`src/rtl/tdm_pkg.sv`:
```
// Shared TDM datapath definitions: default widths and lane/word types used by the
// round-robin mux, the multiplier and the lane deinterleaver.
package tdm_pkg;

   localparam int TDM_DATA_WIDTH = 16;
   localparam int TDM_NUM_LANES  = 2;

   typedef logic [$clog2(TDM_NUM_LANES)-1:0] lane_idx_t;
   typedef logic [TDM_DATA_WIDTH-1:0]        word_t;

endpackage

```
`src/rtl/tdm_lane_deinterleaver_lane_fifo.sv`:
```
// Single-clock show-ahead FIFO for one lane. The head word lives in a register so it is
// presented one cycle after its write and holds its last value while the FIFO is empty.
module lane_fifo #(
   parameter int DATA_WIDTH = 16,
   parameter int FIFO_DEPTH = 8
) (
   input  logic                                 clk,
   input  logic                                 rst,
   input  logic                                 push,
   input  logic [DATA_WIDTH-1:0]                push_data,
   input  logic                                 pop,
   output logic [DATA_WIDTH-1:0]                head,
   output logic                                 full,
   output logic                                 empty,
   output logic [$clog2(FIFO_DEPTH+1)-1:0]      count
);

   localparam int PW = $clog2(FIFO_DEPTH);
   localparam int CW = $clog2(FIFO_DEPTH + 1);

   logic [DATA_WIDTH-1:0] mem [FIFO_DEPTH];
   logic [PW-1:0]         wr_ptr;
   logic [PW-1:0]         rd_ptr;
   logic [PW-1:0]         rd_next;
   logic [CW-1:0]         count_next;
   logic                  do_push;
   logic                  do_pop;

   assign empty   = (count == '0);
   assign full    = (count == CW'(FIFO_DEPTH));
   assign do_pop  = pop & ~empty;
   // A full FIFO still accepts a word when the head leaves in the same cycle.
   assign do_push = push & (~full | do_pop);
   assign rd_next = do_pop ? rd_ptr + 1'b1 : rd_ptr;

   always_comb begin
      count_next = count;
      case ({do_push, do_pop})
         2'b10:   count_next = count + CW'(1);
         2'b01:   count_next = count - CW'(1);
         default: count_next = count;
      endcase
   end

   always_ff @(posedge clk) begin
      if (do_push) begin
         mem[wr_ptr] <= push_data;
      end
   end

   // The head reloads only when it is consumed or the FIFO was empty; a word written this
   // cycle into the slot about to become the head bypasses the memory.
   always_ff @(posedge clk or posedge rst) begin
      if (rst) begin
         wr_ptr <= '0;
         rd_ptr <= '0;
         count  <= '0;
         head   <= '0;
      end else begin
         if (do_push) begin
            wr_ptr <= wr_ptr + 1'b1;
         end
         rd_ptr <= rd_next;
         count  <= count_next;
         if ((count_next != '0) && (do_pop || empty)) begin
            head <= (do_push && (wr_ptr == rd_next)) ? push_data : mem[rd_next];
         end
      end
   end

endmodule

```
`src/rtl/tdm_lane_deinterleaver.sv`:
```
// Splits the interleaved TDM product stream back into per-lane show-ahead FIFOs, tracking
// the slot position and flagging frame misalignment and dropped words.
module tdm_lane_deinterleaver
   import tdm_pkg::*;
#(
   parameter int DATA_WIDTH = TDM_DATA_WIDTH,
   parameter int NUM_LANES  = TDM_NUM_LANES,
   parameter int FIFO_DEPTH = 8
) (
   input  logic                                          clk,
   input  logic                                          rst,
   input  logic [DATA_WIDTH-1:0]                         din,
   input  logic                                          din_valid,
   input  logic                                          din_sof,
   output logic [NUM_LANES*DATA_WIDTH-1:0]               dout,
   output logic [NUM_LANES-1:0]                          dout_valid,
   input  logic [NUM_LANES-1:0]                          dout_ready,
   output logic [NUM_LANES-1:0]                          overflow,
   output logic                                          sync_err,
   output logic [NUM_LANES*$clog2(FIFO_DEPTH+1)-1:0]     fill_level
);

   localparam int LW = $clog2(NUM_LANES);
   localparam int CW = $clog2(FIFO_DEPTH + 1);

   logic [LW-1:0]        slot;
   logic [LW-1:0]        lane_sel;
   logic [NUM_LANES-1:0] lane_hit;
   logic [NUM_LANES-1:0] lane_full;
   logic [NUM_LANES-1:0] lane_empty;
   logic [NUM_LANES-1:0] lane_pop;
   logic [NUM_LANES-1:0] lane_push;
   logic [NUM_LANES-1:0] lane_drop;

   // A frame start forces lane 0, realigning the stream on the very word that carries it.
   assign lane_sel = din_sof ? '0 : slot;

   always_ff @(posedge clk or posedge rst) begin
      if (rst) begin
         slot <= '0;
      end else if (din_valid) begin
         slot <= (lane_sel == LW'(NUM_LANES - 1)) ? '0 : lane_sel + 1'b1;
      end
   end

   always_ff @(posedge clk or posedge rst) begin
      if (rst) begin
         sync_err <= 1'b0;
         overflow <= '0;
      end else begin
         if (din_valid && din_sof && (slot != '0)) begin
            sync_err <= 1'b1;
         end
         overflow <= overflow | lane_drop;
      end
   end

   for (genvar i = 0; i < NUM_LANES; i++) begin : g_lane
      assign lane_hit[i]   = din_valid && (lane_sel == LW'(i));
      assign lane_pop[i]   = dout_valid[i] & dout_ready[i];
      assign lane_push[i]  = lane_hit[i] & (~lane_full[i] | lane_pop[i]);
      assign lane_drop[i]  = lane_hit[i] & lane_full[i] & ~lane_pop[i];
      assign dout_valid[i] = ~lane_empty[i];

      lane_fifo #(
         .DATA_WIDTH (DATA_WIDTH),
         .FIFO_DEPTH (FIFO_DEPTH)
      ) u_fifo (
         .clk       (clk),
         .rst       (rst),
         .push      (lane_push[i]),
         .push_data (din),
         .pop       (lane_pop[i]),
         .head      (dout[i*DATA_WIDTH +: DATA_WIDTH]),
         .full      (lane_full[i]),
         .empty     (lane_empty[i]),
         .count     (fill_level[i*CW +: CW])
      );
   end

endmodule

```
`config.mk`:
```
export PLATFORM = sky130hd
export DESIGN_NAME = tdm_lane_deinterleaver
export DESIGN_NICKNAME = d
export VERILOG_FILES = /design/src/rtl/tdm_pkg.sv /design/src/rtl/tdm_lane_deinterleaver_lane_fifo.sv /design/src/rtl/tdm_lane_deinterleaver.sv
export SDC_FILE = /design/constraint.sdc
export NUM_CORES = 1
export LEC_CHECK = 0
export CAP_MARGIN = 20
export CORE_MARGIN = 3
export CORE_UTILIZATION = 30
export DETAILED_ROUTE_END_ITERATION = 8
export PLACE_DENSITY = 0.42
export REMOVE_ABC_BUFFERS = 1
export SYNTH_ARGS = -nofsm -noshare
export SYNTH_HDL_FRONTEND = slang
export SYNTH_SLANG_ARGS = --single-unit
```
`constraint.sdc`:
```
create_clock -name clk -period 6.3 [get_ports clk]
set_input_delay 1.89 -clock clk [delete_from_list [all_inputs] [get_ports clk]]
set_output_delay 1.89 -clock clk [all_outputs]
set_load 0.05 [all_outputs]
```
## Word-level counts from Yosys, hierarchy flattened

Memories as Yosys holds them, arrays and structs flattened. A register that Yosys moved wholly into a read port is not among the register bits.
Cells that the tools add are included.

| word-level totals | value |
|---|---|
| register bits after elaboration | 24 |
| bits in writable memories | 256 |
| bits of input ports | 22 |
| logic and storage cells | 72 |
| memories | 2 |

| operators by class | value |
|---|---|
| add/sub/neg operators | 9 |
| equality and inequality tests | 6 |
| multiplexer cells | 10 |
| bitwise gates (word level) | 24 |
| reduce and logical (&&, ||, !) cells | 12 |

Memory list:

| name | words | bits a word | rd ports | clocked after Yosys merged registers in | write ports | RTL line | text |
|---|---|---|---|---|---|---|---|
| g_lane[0].u_fifo.mem | 8 | 16 | 1 | 1 | 1 | tdm_lane_deinterleaver_lane_fifo.sv:21 | `logic [DATA_WIDTH-1:0] mem [FIFO_DEPTH];` |
| g_lane[1].u_fifo.mem | 8 | 16 | 1 | 1 | 1 | tdm_lane_deinterleaver_lane_fifo.sv:21 |  |

Operators by type and width:

| cell | number |
|---|---|
| case mux 4 bit (2 select lines) | 2 |
| adder 3 x 1 -> 3 bit (second input constant) | 4 |
| AND 1 bit | 12 |
| adder 4 x 1 -> 4 bit (second input constant) | 2 |
| equality test 4 bit (second input constant) | 2 |
| zero test 4 bit | 2 |
| nonzero test 4 bit | 2 |
| subtractor 4 x 1 -> 4 bit (second input constant) | 2 |
| NOT 1 bit | 7 |
| logical AND 1 bit | 6 |
| two-way mux 1 bit | 6 |
| two-way mux 3 bit | 2 |
| equality test 2 x 1 -> 1 bit (second input constant) | 2 |
| equality test 2 bit (second input constant) | 2 |
| OR 1 bit | 4 |
| logical OR 1 bit | 2 |
| OR 2 bit | 1 |
| adder 1 bit (second input constant) | 1 |

## Logic depth before layout (Yosys ltp)

Gate-level depths: netlist of run 1.

| depth | value |
|---|---|
| word-level depth | 10 |
| mapped depth | 16 |

## Modules after synthesis

From an unflattened synthesis of run 1, not the netlist that was laid out.

| second synthesis, totals | value |
|---|---|
| cell total of the unflattened synthesis | 1110 |
| area, all modules | 15805.2 um^2 |

By module, submodules not included:

| module | instances | cells an instance | area each (um^2) | seq. area each (um^2) |
|---|---|---|---|---|
| lane_fifo at g_lane[1].u_fifo | 1 | 630 | 8072.7 | 4494.3 |
| lane_fifo at g_lane[0].u_fifo | 1 | 459 | 7514.7 | 4494.3 |
| tdm_lane_deinterleaver | 1 | 21 | 217.7 | 100.1 |

## Worst setup path after synthesis of run 1

OpenSTA, ideal clock, no wires.

| path | value |
|---|---|
| kind | input to register |
| from | input port dout_ready[0] |
| to | register g_lane[0].u_fifo.head[15], read port of g_lane[0].u_fifo.mem |
| setup time | 0.143 ns |
| data arrival time | 4.783 ns |
| required time | 6.157 ns |
| setup slack | 1.374 ns |
| stages | 14 |
| buffers on the path | 1 |
| cell sequence | or4bb_1 > nor2b_1 > clkinv_1 > ha_1 > nor2b_1 > or2_2 > ha_1 > a21oi_1 > mux2i_1 > xnor2_1 > o41ai_1 > clkbuf_1 > nor2b_1 > a31oi_1 |

| between the ends | value |
|---|---|
| word-level cells in the longest chain between the ends | 8 |

RTL lines:

| item | RTL line | text |
|---|---|---|
| from (decl) | tdm_lane_deinterleaver.sv:17 | `input logic [NUM_LANES-1:0] dout_ready,` |
| AND 1 bit (*) | tdm_lane_deinterleaver.sv:60 | `assign lane_pop[i] = dout_valid[i] & dout_ready[i];` |
| OR 1 bit or AND 1 bit (tied branches) | tdm_lane_deinterleaver.sv:61, tdm_lane_deinterleaver_lane_fifo.sv:31 |  |
| AND 1 bit or OR 1 bit (tied branches) | tdm_lane_deinterleaver.sv:61, tdm_lane_deinterleaver_lane_fifo.sv:33 |  |
| AND 1 bit | tdm_lane_deinterleaver_lane_fifo.sv:33 | `assign do_push = push & (~full \| do_pop);` |
| equality test 2 x 1 -> 1 bit or equality test 2 bit (tied branches) | tdm_lane_deinterleaver_lane_fifo.sv:38 | `case ({do_push, do_pop})` |
| case mux 4 bit (2 select lines) (*) | tdm_lane_deinterleaver_lane_fifo.sv:38 |  |
| via g_lane[0].u_fifo.count_next[2] | tdm_lane_deinterleaver_lane_fifo.sv:25 | `logic [CW-1:0] count_next;` |
| nonzero test 4 bit (*) | tdm_lane_deinterleaver_lane_fifo.sv:65 | `if ((count_next != '0) && (do_pop \|\| empty)) begin` |
| logical AND 1 bit (*) | tdm_lane_deinterleaver_lane_fifo.sv:65 |  |
| to (decl) | tdm_lane_deinterleaver_lane_fifo.sv:12 | `output logic [DATA_WIDTH-1:0] head,` |

Mark *: on every way through the listed nets, which the timed path passes. The rest lies on a longest branch.
A chain may end at the register's enable or synchronous reset.

## Worst setup path in the final report of run 1

| path | value |
|---|---|
| from | input port dout_ready[0] |
| to | register g_lane[0].u_fifo.head[11], read port of g_lane[0].u_fifo.mem |

Same word-level chain as after synthesis.

==> results.toml, run 1 <==
[cts]
post_cts_buffers = 0
clk_latency_ns = 0.55
cts.sinks = 312
cts_resized = 0
ctsHoldBuffers = 0
cts.clk_slew.worst_paths_ns = 0.06
clock_path_buffers = 3
cts_tree = "yes"
htreeDepth = 2
cts_buffers = 38
clockRootBuffer = "clkbuf_16"

[timing]
setup_ws_ns = 1.23
finalHoldViolCount = 0
period_needed_ns = 5.07
relSlewSlack = 0.323
setup_violations = 0
clock.fmax_mhz = 197
final_max_slew_viol_count = 0
period_share = 0.804
skew_ns = 0.0120
tightest_slew_ns = 1.01
rsz0062_at_grt = "false"

[cells_and_area]
nNetsFinal = 1214
diodes = 0
multiInputGateArea_um2 = 5170
ff_latch_area_um2 = 9090
post-route-util = 0.363
postLayoutCellArea_um2 = 17500
drive_above_1_share = 0.115
area_delta_synth_final_pct = 18.2
finalNonFillerCells = 1868
fillCellCount = 4662

[worst_setup_path]
crit_arrival_ns = 5.49
crit_type = "in2reg"
cp_cell_sequence = "clkdlybuf4s50_1 > or4bb_1 > nor2b_1 > clkinv_1 > buf_4 > ha_1 > nor4bb_1 > a32oi_1 > and3_1 > or2_2 > o31a_1 > a2bb2oi_1"
cp_top_family = "simple AND/OR/NAND/NOR gates"
cp-start-kind = "primary input"
critPathMaxStageDelay_ns = 0.55
crit_path_end_kind = "flop"
worstPathBufferInverterCount = 3
crit_fanout = 12
crit_required_ns = 6.72
r2r_setup_slack_ns = 2.37
crit_slowest_cell = "o31a_1"

[pwr]
peakVddDrop_uv = 194
comb_power_share = 0.451
seq_power_share = 0.316
power.density_nw_per_um2 = 533
fin_total_pwr_mw = 9.32
p_clk_frac = 0.233
p_switching_mw = 3.87
intPower_mw = 5.45
power.leakage_nw = 5.91
power_switching_share = 0.416

[logic_synthesis]
synth.avg_cell_area_um2 = 13.0
netlist_instances = 1135
async_flop_share = 0.179
yosys_warnings = 0
synth_area_um2 = 14800
synth-edff-count = 256
synth_seq_cells = 312
seq_area_frac_synth = 0.614
ys_types = 71
synth_flop_cell = "edfxtp_1"

[die]
fp.dieW_um = 228
die_y_um = 228
die-area_um2 = 52000
io_pins = 67
initial_utilization = 0.307
row_count = 80
coreArea_um2 = 48200

[detailed_routing]
routed_wl_um = 43700
vias = 10400
drt_iter0_drc = 885
wl_per_cell_um = 23.4
post-route-drc-count = 0
ant_nets = 0
drt-pass1-iter-count = 7
viasPerCell = 5.56

[place]
dp.final_hpwl_um = 25600
port_buffers = 66
dp_cells = 1796
post-place-ws_ns = 0.676
gp_congestion = 0.765
place_area_um2 = 16200

[global_route]
antenna_found_initial = 0
grt_overflow = 0
track_usage = 0.166
grt_max_degree = 60
grt_pass1_vias = 10300
grt_pass1_wl_um = 66100

[min_path]
hold_class = "reg2reg"

[job]
timing.max_cap.violations = 0

[status]
status = "complete, no violations"
power by group through the flow:
stage	clock network (mW)	logic [mW]	registers [mW]
6_report	2.18	4.20	2.95
5_1_grt	2.32	4.58	2.99
4_1_cts	2.24	4.19	2.95
3_5_place_dp	0	4.18	2.98
3_3_place_gp	0	4.13	2.99
2_1_floorplan	0	2.30	3.43
through the flow:
stage / hold slack, ns / setup TNS (ns)
after global routing: 0.492 / 0
after detailed placement: 0.461 / 0
after CTS: 0.477 / 0
after floorplan: 0.508 / -7.49
final: 0.465 / 0
after global placement: 0.459 / 0
final timing paths:
path / start / end / cells past startpoint
setup reg to reg: g_lane[0].u_fifo.count[0]$_DFF_PP0_ / g_lane[0].u_fifo.head[11]$_DFFE_PP0P_ / 12
min in group asynchronous: rst / g_lane[0].u_fifo.head[15]$_DFFE_PP0P_ / 2
max in group asynchronous: rst / g_lane[1].u_fifo.rd_ptr[0]$_DFF_PP0_ / 3
setup / recovery: dout_ready[0] / g_lane[0].u_fifo.head[11]$_DFFE_PP0P_ / 12
hold / removal: sync_err$_DFFE_PP0P_ / sync_err$_DFFE_PP0P_ / 1
hold reg to reg: sync_err$_DFFE_PP0P_ / sync_err$_DFFE_PP0P_ / 1
worst register-to-register path: cells and delay by family, from the launching register on:
kind,cells,cell delay [ns]
buf+inv,2,0.36
fa+ha+maj,1,0.41
flops,1,0.57
simple gates,6,1.57
compound gates,3,0.90
synthesized netlist by cell type, drive strengths merged, types with 7 or more instances:
master | n | area [um^2]
mux2i | 73 | 731
nand4 | 12 | 75.1
ha | 10 | 125
o221ai | 26 | 228
a21oi | 30 | 150
o22ai | 32 | 200
a222oi | 10 | 100
dfrtp | 56 | 1400
a22oi | 23 | 173
nor2b | 7 | 43.8
inv | 30 | 113
nor3 | 23 | 115
buf | 49 | 289
o22a | 16 | 140
o31ai | 8 | 60.1
nor2 | 41 | 171
o21ai | 23 | 115
clkbuf | 53 | 200
a31oi | 15 | 93.8
nand2 | 50 | 190
nand3 | 48 | 240
edfxtp | 256 | 7690
nand4bb | 10 | 113
a32oi | 28 | 245
nor4 | 9 | 56.3
nand2b | 11 | 76.3
a2bb2oi | 11 | 96.3
a221oi | 71 | 622
a221o | 20 | 200
xor2 | 9 | 86.3
a211oi | 13 | 97.6
xnor2 | 14 | 123
layout make-up:
class	count	area share
clock buffer	56	0.0665
sequential	312	0.520
tap	656	0.0469
inverter	32	0.00687
multi-input combinational	689	0.296
clock inverter	14	0.00515
timing repair buffer	109	0.0589
layer usage:
metal | part of all wire | up-vias | track usage
li1 | - | 4732 | -
met1 | 0.47 | 5341 | 0.233
met2 | 0.47 | 254 | 0.267
met3 | 0.046 | 56 | 0.0242
met4 | 0.019 | 0 | 0.0495
met5 | 0 | - | 0
flip-flops by register name, summed over array words and instances (netlist names):
name / cells
sync_err: 1
g_lane.u_fifo.head: 32
slot: 1
g_lane.u_fifo.count: 8
g_lane.u_fifo.wr_ptr: 6
overflow: 2
g_lane.u_fifo.rd_ptr: 6
g_lane.u_fifo.mem: 256
cells by family (layout without fill, tap and decap cells):
family                   Yosys count  in the layout  synth area share
multiplexers                      76             76            0.0517
flip-flops                       312            312             0.614
adder cells (fa/ha/maj)           10             10           0.00846
buffers and inverters            134            211            0.0412
AND/OR/NAND/NOR                  233            233            0.0841
XOR/XNOR                          24             24            0.0156
AO/OA/AOI/OAI                    346            346             0.185
placed cells by master, fill, tap and decap left out, types with 11 or more instances in the layout:
cell,netlist,layout
edfxtp_1,256,256
mux2i_1,73,73
a221oi_1,71,71
clkdlybuf4s50_1,0,66
dfrtp_1,56,54
nand2_1,49,49
nand3_1,48,48
clkbuf_16,0,41
buf_4,5,40
nor2_1,38,34
o22ai_1,32,32
a21oi_1,30,30
a32oi_1,28,28
o221ai_1,26,26
inv_1,26,25
a22oi_1,23,23
o21ai_0,22,22
a221o_1,20,20
nor3_1,23,17
o22a_1,16,16
a31oi_1,15,15
xnor2_1,14,14
a211oi_1,13,13
nand4_1,12,12
a2bb2oi_1,11,11
No activity file was read; power rests on OpenSTA's default activity.
==> run 2, diff against run 1 <==
- PLACE_DENSITY: 0.42 -> 0.44
- clock period: 6.3 -> 4.5 ns (I/O delays scaled with it)
==> results.toml, run 2 (synthesis results as in run 1) <==
[worst_setup_path]
crit_required_ns = 4.94
r2r_cells = 15
crit_slowest_cell = "or4bb_1"
cp-start-kind = "primary input"
cp_top_family = "simple AND/OR/NAND/NOR gates"
cp.depth = 15
crit_path_end_kind = "flop"
worstPathBufferInverterCount = 3
crit_fanout = 11
r2r_setup_slack_ns = 0.82
cp_cell_sequence = "clkdlybuf4s50_1 > or4bb_1 > nor2b_1 > clkinv_1 > ha_1 > nor2b_1 > or2_2 > ha_1 > a21oi_1 > mux2i_1 > xnor2_1 > o41ai_2 > buf_4 > a21oi_1 > a2bb2oi_1"
critPathMaxStageDelay_ns = 0.52
crit_type = "in2reg"
crit_arrival_ns = 4.65

[timing]
tightest_slew_ns = 0.929
setup_violations = 0
period_needed_ns = 4.21
final_max_slew_viol_count = 0
clock.fmax_mhz = 238
skew_ns = 0.0144
finalHoldViolCount = 0
relSlewSlack = 0.381
rsz0062_at_grt = "false"
period_share = 0.935
tns_ns = 0

[global_route]
grt_max_degree = 75
grt_overflow = 0
grt_pass1_wl_um = 64700
track_usage = 0.161
antenna_found_initial = 0
grt_pass1_vias = 10100

[place]
gp_congestion = 0.753
port_buffers = 66
dp.final_hpwl_um = 26000

[die]
fp.dieW_um = 228
coreArea_um2 = 48200
die_y_um = 228
row_count = 80
io_pins = 67
initial_utilization = 0.307
die-area_um2 = 52000

[detailed_routing]
drt_iter0_drc = 922
post-route-drc-count = 0
routed_wl_um = 43400
vias = 10500
ant_nets = 0
wl_per_cell_um = 22.9
drt-pass1-iter-count = 7
viasPerCell = 5.56

[min_path]
hold_class = "reg2reg"
hold_depth = 1

[pwr]
comb_power_share = 0.467
intPower_mw = 7.59
power.density_nw_per_um2 = 736
fin_total_pwr_mw = 13.0
peakVddDrop_uv = 278
power.leakage_nw = 5.99
seq_power_share = 0.310
p_clk_frac = 0.223
power_switching_share = 0.415
p_switching_mw = 5.39

[cells_and_area]
largest_registers = "g_lane.u_fifo.mem: 256 flops, g_lane.u_fifo.head: 32 flops, g_lane.u_fifo.count: 8 flops"
mostFrequentLayoutCell = "edfxtp_1"
drive_above_1_share = 0.131
largest_register_ffs = 256
largest_register = "g_lane.u_fifo.mem"
fillCellCount = 4697
nNetsFinal = 1240
area_delta_synth_final_pct = 19.1
ff_latch_area_um2 = 9090
final_cell_mix = "256 x edfxtp_1, 73 x mux2i_1, 71 x a221oi_1, 66 x clkdlybuf4s50_1, 65 x buf_4"
multiInputGateArea_um2 = 5170

[cts]
cts.clk_slew.worst_paths_ns = 0.05
post_cts_buffers = 0
ctsHoldBuffers = 0
cts_resized = 0
clockRootBuffer = "clkbuf_16"
cts_tree = "yes"
clock_path_buffers = 3
cts_buffers = 37
htreeDepth = 2
cts.sinks = 312
clk_latency_ns = 0.53

[job]
timing.max_cap.violations = 0

[status]
status = "complete, no violations"
-- run 2: cell types whose count changed in the layout (fill, tap and decap cells not counted), moves of 2 or more --
cell,delta
clkinvlp_4,+3
buf_12,+5
clkinv_2,+3
clkinv_1,-5
nor2_2,-2
clkbuf_8,-7
clkbuf_16,-2
nor2_1,+2
buf_4,+25
clkbuf_1,+5
buf_16,-2
-- run 2: worst register-to-register path: cells and delay by family (launching register included) --
kind                       cells  cell delay [ns]
AOI/OAI and AO/OA              4             0.74
xor gates and xnor gates       1             0.12
adders and majority gates      2             0.38
buffers and inverters          2             0.33
DFF                            1             0.51
muxes                          1             0.24
and+or+nand+nor                5             1.28
-- run 2: worst paths after layout --
check	start	end
setup / recovery	dout_ready[0]	g_lane[0].u_fifo.head[3]$_DFFE_PP0P_
hold / removal	sync_err$_DFFE_PP0P_	sync_err$_DFFE_PP0P_
setup reg to reg	g_lane[0].u_fifo.count[0]$_DFF_PP0_	g_lane[0].u_fifo.head[3]$_DFFE_PP0P_
hold reg to reg	sync_err$_DFFE_PP0P_	sync_err$_DFFE_PP0P_
max in group asynchronous	rst	g_lane[1].u_fifo.rd_ptr[0]$_DFF_PP0_
min in group asynchronous	rst	overflow[0]$_DFF_PP0_
-- run 2: per-stage QoR --
step	hold slack, ns	setup slack, ns	std cells	instance area (um^2)	util
after CTS	0.473	0.289	1893	17600	0.365
after detailed placement	0.461	-0.235	1825	16400	0.341
after floorplan	0.508	-2.36	1033	14300	-
final	0.470	0.292	1894	17600	0.365
after global placement	0.454	-0.191	1825	16400	0.341
after global routing	0.481	0.0676	1893	17600	0.365
-- run 2: area by class of cell --
class,count,share of cell area
flip-flops and latches,312,0.516
multi-input cells,689,0.293
repair buffers,136,0.0708
clock buffers,52,0.0587
well taps,656,0.0466
clock inverters,16,0.00788
inverters,32,0.00681
diodes,1,0.000142
-- run 2: power by group through the flow --
stage	combinational [mW]	clock (mW)	sequential, mW
floorplan	3.21	0	4.80
global placement	6.04	0	4.09
detailed placement	6.10	0	4.08
CTS	6.11	2.99	4.03
global route	6.57	3.11	4.08
finish	6.06	2.90	4.02
-- run 2: per-layer routing --
layer  wire (um)  GRT usage  vias to the layer above  part of all wire
met5           0          0                        -                 0
li1            -          -                     4777                 -
met1       19900      0.226                     5395              0.46
met3        2250     0.0256                       58             0.052
met4         747     0.0365                        0             0.017
met2       20500      0.262                      298              0.47
==> run 3, diff against run 2 <==
- PLACE_DENSITY: 0.44 -> 0.42
- clock period: 4.5 -> 5.4 ns (I/O delays scaled with it)
==> results.toml, run 3 (synthesis results as in run 1) <==
[status]
status = "complete, no violations"

[worst_setup_path]
r2r_cells = 13
crit_slowest_cell = "o31a_1"
crit_path_end_kind = "flop"
cp-start-kind = "primary input"
worstPathBufferInverterCount = 2
crit_type = "in2reg"
crit_required_ns = 5.79
crit_fanout = 12
cp_cell_sequence = "clkdlybuf4s50_1 > nand2b_1 > nand2_1 > nor2b_1 > clkinv_1 > ha_1 > nor2b_1 > or2_2 > ha_1 > a21oi_1 > mux2i_1 > xnor2_1 > o31a_1 > a31oi_1"
cp.depth = 14
crit_arrival_ns = 5.29
critPathMaxStageDelay_ns = 0.69
cp_top_family = "simple AND/OR/NAND/NOR gates"

[die]
die_y_um = 228
coreArea_um2 = 48200
initial_utilization = 0.307
io_pins = 67
fp.dieW_um = 228
row_count = 80
die-area_um2 = 52000

[cts]
cts.sinks = 312
clock_path_buffers = 3
htreeDepth = 2
clockRootBuffer = "clkbuf_16"
clk_latency_ns = 0.55
cts_tree = "yes"
cts_resized = 0
post_cts_buffers = 0
cts.clk_slew.worst_paths_ns = 0.06
ctsHoldBuffers = 0
cts_buffers = 38

[cells_and_area]
postLayoutCellArea_um2 = 17400
largest_register = "g_lane.u_fifo.mem"
nNetsFinal = 1216
diodes = 0
fillCellCount = 4719
largest_registers = "g_lane.u_fifo.mem: 256 flops, g_lane.u_fifo.head: 32 flops, g_lane.u_fifo.count: 8 flops"
largest_register_ffs = 256
area_delta_synth_final_pct = 17.9
post-route-util = 0.361
drive_above_1_share = 0.115
mostFrequentLayoutCell = "edfxtp_1"
final_cell_mix = "256 x edfxtp_1, 73 x mux2i_1, 71 x a221oi_1, 66 x clkdlybuf4s50_1, 54 x dfrtp_1"

[min_path]
hold_depth = 1
hold_class = "reg2reg"

[place]
place_area_um2 = 16200
port_buffers = 66
dp.final_hpwl_um = 25300
gp_congestion = 0.740

[detailed_routing]
drt-pass1-iter-count = 6
ant_nets = 0
viasPerCell = 5.52
vias = 10300
drt_iter0_drc = 808
wl_per_cell_um = 22.9
routed_wl_um = 42700
post-route-drc-count = 0

[global_route]
grt_pass1_vias = 10300
track_usage = 0.162
antenna_found_initial = 0
grt_overflow = 0
grt_pass1_wl_um = 65200
grt_max_degree = 78

[pwr]
power.density_nw_per_um2 = 619
power.leakage_nw = 5.88
peakVddDrop_uv = 253

[timing]
skew_ns = 0.0178
period_share = 0.906
relSlewSlack = 0.303
clock.fmax_mhz = 204
finalHoldViolCount = 0
rsz0062_at_grt = "false"
tightest_slew_ns = 1.04
period_needed_ns = 4.89
final_max_slew_viol_count = 0
setup_violations = 0

[job]
timing.max_cap.violations = 0
==> run 3: per-stage QoR <==
stage	std cells	setup slack, ns	hold slack, ns	TNS (ns)	total power, mW
finish	1870	0.507	0.473	0	10.8
global route	1870	0.201	0.494	0	11.5
CTS	1870	0.541	0.479	0	10.9
detailed placement	1800	-0.0417	0.463	-0.140	8.35
global placement	1800	0.00148	0.459	0	8.30
floorplan	1033	-1.46	0.508	-21.98	6.68
==> run 3: report_power, final <==
part | leakage (nW) | switching (mW) | total (mW) | internal, mW
sequential | 2.95 | 0.392 | 3.38 | 2.99
clock | 0.602 | 1.00 | 2.52 | 1.52
combinational | 2.32 | 3.08 | 4.88 | 1.81
total | 5.88 | 4.47 | 10.8 | 6.32
==> run 3: final cells by class <==
type | instances | area, um^2 | area share
well taps | 656 | 821 | 0.0471
multi-input cells | 689 | 5170 | 0.297
clock buffers | 56 | 1110 | 0.0638
clock inverters | 14 | 121 | 0.00696
repair buffers | 111 | 998 | 0.0573
flip-flops and latches | 312 | 9090 | 0.521
inverters | 32 | 120 | 0.00689
==> run 3: worst paths after layout <==
path	slack [ns]	start	end
worst max-delay path	0.51	din_sof	g_lane[0].u_fifo.head[15]$_DFFE_PP0P_
worst min-delay path	0.47	overflow[1]$_DFF_PP0_	overflow[1]$_DFF_PP0_
worst max register to register	1.35	g_lane[0].u_fifo.count[0]$_DFF_PP0_	g_lane[0].u_fifo.head[15]$_DFFE_PP0P_
worst min register to register	0.47	overflow[1]$_DFF_PP0_	overflow[1]$_DFF_PP0_
max in group asynchronous	2.97	rst	g_lane[1].u_fifo.rd_ptr[0]$_DFF_PP0_
min in group asynchronous	1.48	rst	g_lane[0].u_fifo.head[12]$_DFFE_PP0P_
==> run 3: layer usage <==
| layer | global-route usage | vias up | wire (um) |
|---|---|---|---|
| met3 | 0.0288 | 43 | 2130 |
| li1 | - | 4744 | - |
| met1 | 0.231 | 5283 | 20200 |
| met2 | 0.258 | 257 | 19700 |
| met4 | 0.0393 | 0 | 718 |
| met5 | 0 | - | 0 |
